===== config.mk =====
export PLATFORM = sky130hd
export DESIGN_NAME = eb_downsizer
export DESIGN_NICKNAME = d
export VERILOG_FILES = /design/src/rtl/eb_downsizer.sv
export SDC_FILE = /design/constraint.sdc
export NUM_CORES = 1
export LEC_CHECK = 0
export ABC_CLOCK_PERIOD_IN_PS = 3200
export BUFFER_PORTS_ARGS = -buffer_cell sky130_fd_sc_hd__buf_2
export CORE_MARGIN = 4
export CORE_UTILIZATION = 40
export CTS_CLUSTER_DIAMETER = 80
export CTS_CLUSTER_SIZE = 40
export DETAILED_ROUTE_END_ITERATION = 10
export GPL_TIMING_DRIVEN = 0
export PLACE_DENSITY = 0.69
export SYNTH_ARGS = -nofsm -noshare
export SYNTH_HDL_FRONTEND = slang
export SYNTH_SLANG_ARGS = --single-unit

===== constraint.sdc =====
create_clock -name clk -period 3.2 [get_ports clk]
set_input_delay 0 -clock clk [delete_from_list [all_inputs] [get_ports clk]]
set_output_delay 0 -clock clk [all_outputs]
set_load 0.005 [all_outputs]

===== src/rtl/eb_downsizer.sv =====
// ============================================================================
// Module   : eb_downsizer
// Brief    : Elastic width downsizer, one DWIDTH word split into up to RATIO
//            OW-bit beats with packet-last propagation.
// Revision : 1.0
// ============================================================================
`default_nettype none

module eb_downsizer #(
  parameter  int DWIDTH = 32,
  parameter  int RATIO  = 4,
  localparam int OW     = DWIDTH / RATIO,
  localparam int CW     = (RATIO > 1) ? $clog2(RATIO) : 1
) (
  input  logic              clk,
  input  logic              rstf,
  input  logic [DWIDTH-1:0] t_data,
  input  logic [CW-1:0]     t_cnt,
  input  logic              t_last,
  input  logic              t_valid,
  output logic              t_ready,
  output logic [OW-1:0]     i_data,
  output logic              i_last,
  output logic              i_valid,
  input  logic              i_ready
);

  localparam logic [CW-1:0] C_MAX_IDX = CW'(RATIO - 1);

  typedef enum logic [0:0] {
    EMPTY = 1'b0,
    BUSY  = 1'b1
  } state_t;

  state_t            r_state;
  logic [DWIDTH-1:0] r_hold;
  logic [CW-1:0]     r_n;
  logic [CW-1:0]     r_b;
  logic              r_lst;

  logic              w_last_beat;
  logic              w_accept;
  logic              w_xfer;
  logic [CW-1:0]     w_cnt;
  logic [OW-1:0]     w_beat [RATIO];

  genvar k;
  generate
    for (k = 0; k < RATIO; k++) begin : g_beat
      assign w_beat[k] = r_hold[k*OW +: OW];
    end
  endgenerate

  assign w_last_beat = (r_b == r_n);
  assign i_valid     = (r_state == BUSY);
  assign i_last      = i_valid & r_lst & w_last_beat;
  assign i_data      = w_beat[r_b];
  // A new word may enter in the same cycle the final beat leaves.
  assign t_ready     = (r_state == EMPTY) | (i_ready & w_last_beat);
  assign w_accept    = t_valid & t_ready;
  assign w_xfer      = i_valid & i_ready;
  assign w_cnt       = (t_cnt > C_MAX_IDX) ? C_MAX_IDX : t_cnt;

  always_ff @(posedge clk or negedge rstf) begin
    if (!rstf) begin
      r_state <= EMPTY;
      r_hold  <= '0;
      r_n     <= '0;
      r_b     <= '0;
      r_lst   <= 1'b0;
    end else if (w_accept) begin
      r_state <= BUSY;
      r_hold  <= t_data;
      r_n     <= w_cnt;
      r_b     <= '0;
      r_lst   <= t_last;
    end else if (w_xfer) begin
      if (w_last_beat) begin
        r_state <= EMPTY;
      end else begin
        r_b <= r_b + CW'(1);
      end
    end
  end

endmodule

`default_nettype wire


==> insert_results.sql <==
INSERT INTO impl_metrics (metric_group, metric, value, unit) VALUES
('worst_setup_path', 'critical_path.top_delay_family', 'buffers and inverters', ''),
('min_path', 'min_path_cells', '3', ''),
('die', 'floorplan.core_area', '0.00472', 'mm²'),
('pwr', 'ir_worst_vdd', '0.000456', 'V'),
('grt', 'overflow', '0', ''),
('pwr', 'power.leakage', '1.33', 'nW'),
('min_path', 'timing.hold.worst.start', 't_cnt[0]', ''),
('logic_synthesis', 'synth_mux_area_share', '34.5', '%'),
('logic_synthesis', 'netlist-cell-type-count', '27', ''),
('worst_setup_path', 'startpoint_type', 'flip-flop', ''),
('sta', 'report.final.setup_viol', '0', ''),
('grt', 'first_global_vias', '1483', ''),
('worst_setup_path', 'timing.setup.critical_path_class', 'reg -> out', ''),
('grt', 'antenna_found_initial', '0', ''),
('clock_network', 'htree_levels', '2', ''),
('worst_setup_path', 'worst_ep_arrival_time', '1.81', 'ns'),
('clock_network', 'clock_tree.buffer_depth', '2', ''),
('logic_synthesis', 'main_combinational_cell_family_by_area_after_synthesis', 'multiplexers', ''),
('flow_run', 'max-cap-violations', '0', ''),
('logic_synthesis', 'synth_warn', '0', ''),
('die', 'fp.dieArea', '0.00603', 'mm²'),
('layout', 'post-route-util', '57.6', '%'),
('logic_synthesis', 'synth-async-reset-ratio', '100', '%'),
('logic_synthesis', 'synth-simple-area-share', '4.32', '%'),
('place', 'buffer_ports.inserted', '49', ''),
('grt', 'pin_count_of_the_biggest_net_entering_global_routing', '39', ''),
('worst_setup_path', 'critical-path-slowest-cell', 'sky130_fd_sc_hd__clkbuf_1', ''),
('worst_setup_path', 'ff2ff_path_depth', '6', ''),
('sta', 'grt_setup_unrepaired', 'false', ''),
('layout', 'final_net_count', '253', ''),
('sta', 'final_hold_viol_count', '0', ''),
('clock_network', 'clock-sinks', '38', ''),
('clock_network', 'cts_post_setup_buffers_inserted', '0', ''),
('worst_setup_path', 'sum_of_buffers_and_inverters_on_the_critical_path', '3', ''),
('die', 'vert_die_dim', '77.7', 'µm'),
('worst_setup_path', 'cpPeakStageDelay', '0.48', 'ns'),
('sta', 'post-route-min-period', '1.81', 'ns'),
('logic_synthesis', 'ys_seq_elements', '38', ''),
('logic_synthesis', 'fraction_of_synthesized_cell_area_in_xor_and_xnor_cells', '2.58', '%'),
('layout', 'antenna-diode-count', '0', ''),
('outcome', 'status', 'completed', ''),
('clock_network', 'clkLatencyLatePin', '0.29', 'ns'),
('route', 'drtIter0Drc', '100', ''),
('worst_setup_path', 'r2r_start', 'i_valid$_DFFE_PN0P_', ''),
('place', 'place_worst_setup_slack', '1.49', 'ns'),
('clock_network', 'cts_tree', 'built', ''),
('clock_network', 'postCtsHoldBufs', '36', ''),
('worst_setup_path', 'critical_path_end_type', 'output pin', ''),
('worst_setup_path', 'worst-endpoint-required', '3.20', 'ns'),
('sta', 'fmaxAchievable', '551', 'MHz'),
('worst_setup_path', 'worstReg2RegEnd', 'r_hold[21]$_DFFE_PN0P_', ''),
('logic_synthesis', 'syn-mean-instance-area', '15.9', 'µm²'),
('die', 'num_io_pins', '50', ''),
('logic_synthesis', 'synth-compound-area-share', '3.74', '%'),
('layout', 'layout_overhead_on_the_synthesized_area', '40.2', '%'),
('clock_network', 'cts.root.buffer_cell', 'sky130_fd_sc_hd__clkbuf_8', ''),
('min_path', 'whs_endpoint', 'r_n[0]$_DFFE_PN0P_', ''),
('layout', 'drive_gt1_share', '49.3', '%'),
('sta', 'final.setup_skew', '0.00495', 'ns'),
('die', 'die_w', '77.7', 'µm'),
('route', 'route.antenna.remaining_nets', '0', ''),
('grt', 'global_route.usage.total', '16.3', '%'),
('worst_setup_path', 'timing.reg2reg.setup_slack', '1.46', 'ns'),
('sta', 'setup_slack', '1.39', 'ns'),
('sta', 'fin_tns_setup', '0', 'ns'),
('place', 'globalplace.congestion', '0.864', ''),
('logic_synthesis', 'synth_nets', '161', ''),
('logic_synthesis', 'synth_cells', '122', ''),
('min_path', 'holdCritPathClass', 'in -> reg', ''),
('pwr', 'finalPower', '2.61', 'mW'),
('logic_synthesis', 'synth_sequential_area_ratio', '49.0', '%');
[layout make-up]
class	count	area, µm²	share of cell area (%)
clock inverters	1	5.00	0.184
flip-flops and latches	38	951	34.9
clock buffers	7	86.3	3.17
plain buffers	9	106	3.91
well taps	67	83.8	3.08
multi-input cells	73	877	32.2
repair buffers	85	606	22.2
inverters	2	7.51	0.276
[routing by layer]
metal	wire, µm	global-route usage (%)	up-vias
met2	2310	27.1	40
li1	-	-	622
met5	0	0	-
met3	215	4.18	8
met4	69	5.87	0
met1	1820	20.4	657
[worst reg2reg max path: stages (launching register included)]
cell                       delay, ns
sky130_fd_sc_hd__dfrtp_1        0.34
sky130_fd_sc_hd__clkbuf_1       0.30
sky130_fd_sc_hd__nand2b_1       0.21
sky130_fd_sc_hd__o21a_1         0.15
sky130_fd_sc_hd__buf_6          0.16
sky130_fd_sc_hd__buf_12         0.16
sky130_fd_sc_hd__mux2_4         0.31
[worst max path at each step]
stage                     depth (start not counted)                start                    end  slack (ns)
after detailed placement                          6  i_valid$_DFFE_PN0P_  r_hold[8]$_DFFE_PN0P_        1.49
after global placement                            6  i_valid$_DFFE_PN0P_  r_hold[7]$_DFFE_PN0P_        1.50
after CTS                                         4   r_b[1]$_DFFE_PN0P_              i_data[6]        1.39
after global routing                              4   r_b[1]$_DFFE_PN0P_              i_data[6]        1.30
after floorplan                                   7   r_b[1]$_DFFE_PN0P_  r_hold[0]$_DFFE_PN0P_        1.61
final                                             4   r_b[1]$_DFFE_PN0P_              i_data[6]        1.39
[synthesized netlist by cell type (all sizes together), types with 2 or more instances]
cell     n  area [µm²]
a21oi    4        20.0
mux2    33         480
clkbuf   2        7.51
xor2     2        17.5
nand3b   2        15.0
xnor2    2        32.5
mux4     8         180
dfrtp   38         951
buf      7        98.8
and3     2        12.5
o21ai    4        20.0
nand2    4        15.0
nand2b   2        12.5
inv      2        7.51
[cell usage in the layout (no fill, tap or decap), drive strengths merged, types with 2 or more instances in the layout]
| cell | n |
|---|---|
| buf | 56 |
| dfrtp | 38 |
| dlygate4sd3 | 36 |
| mux2 | 33 |
| clkbuf | 9 |
| mux4 | 8 |
| nand2 | 4 |
| o21ai | 4 |
| a21oi | 4 |
| xor2 | 2 |
| xnor2 | 2 |
| and3 | 2 |
| nand2b | 2 |
| inv | 2 |
| nand3b | 2 |
[logic make-up (layout without fill, tap and decap cells)]
kind of cell              after synthesis  count (layout)
buffers and inverters                  11             104
and+or+nand+nor                        15              15
DFF                                    38              38
muxes                                  42              42
AOI/OAI and AO/OA                      12              12
xor gates and xnor gates                4               4
[through the flow]
step                instances  hold slack (ns)  area (µm²)
detailed placement        238            0.149        2270
global placement          238            0.128        2270
global route              282            0.130        2720
finish                    282           0.0658        2720
floorplan                 122           -0.296        1940
CTS                       282           0.0424        2720
[power breakdown]
| part | internal, mW | total [mW] | switching (mW) |
|---|---|---|---|
| clock | 0.174 | 0.336 | 0.162 |
| combinational | 0.885 | 1.40 | 0.517 |
| sequential | 0.730 | 0.874 | 0.144 |
[registers in the layout, summed over array words and instances, names as in the netlist]
register / flops
r_hold: 32
r_b: 2
r_n: 2
i_valid: 1
r_lst: 1
No activity file was read; power rests on OpenSTA's default activity.
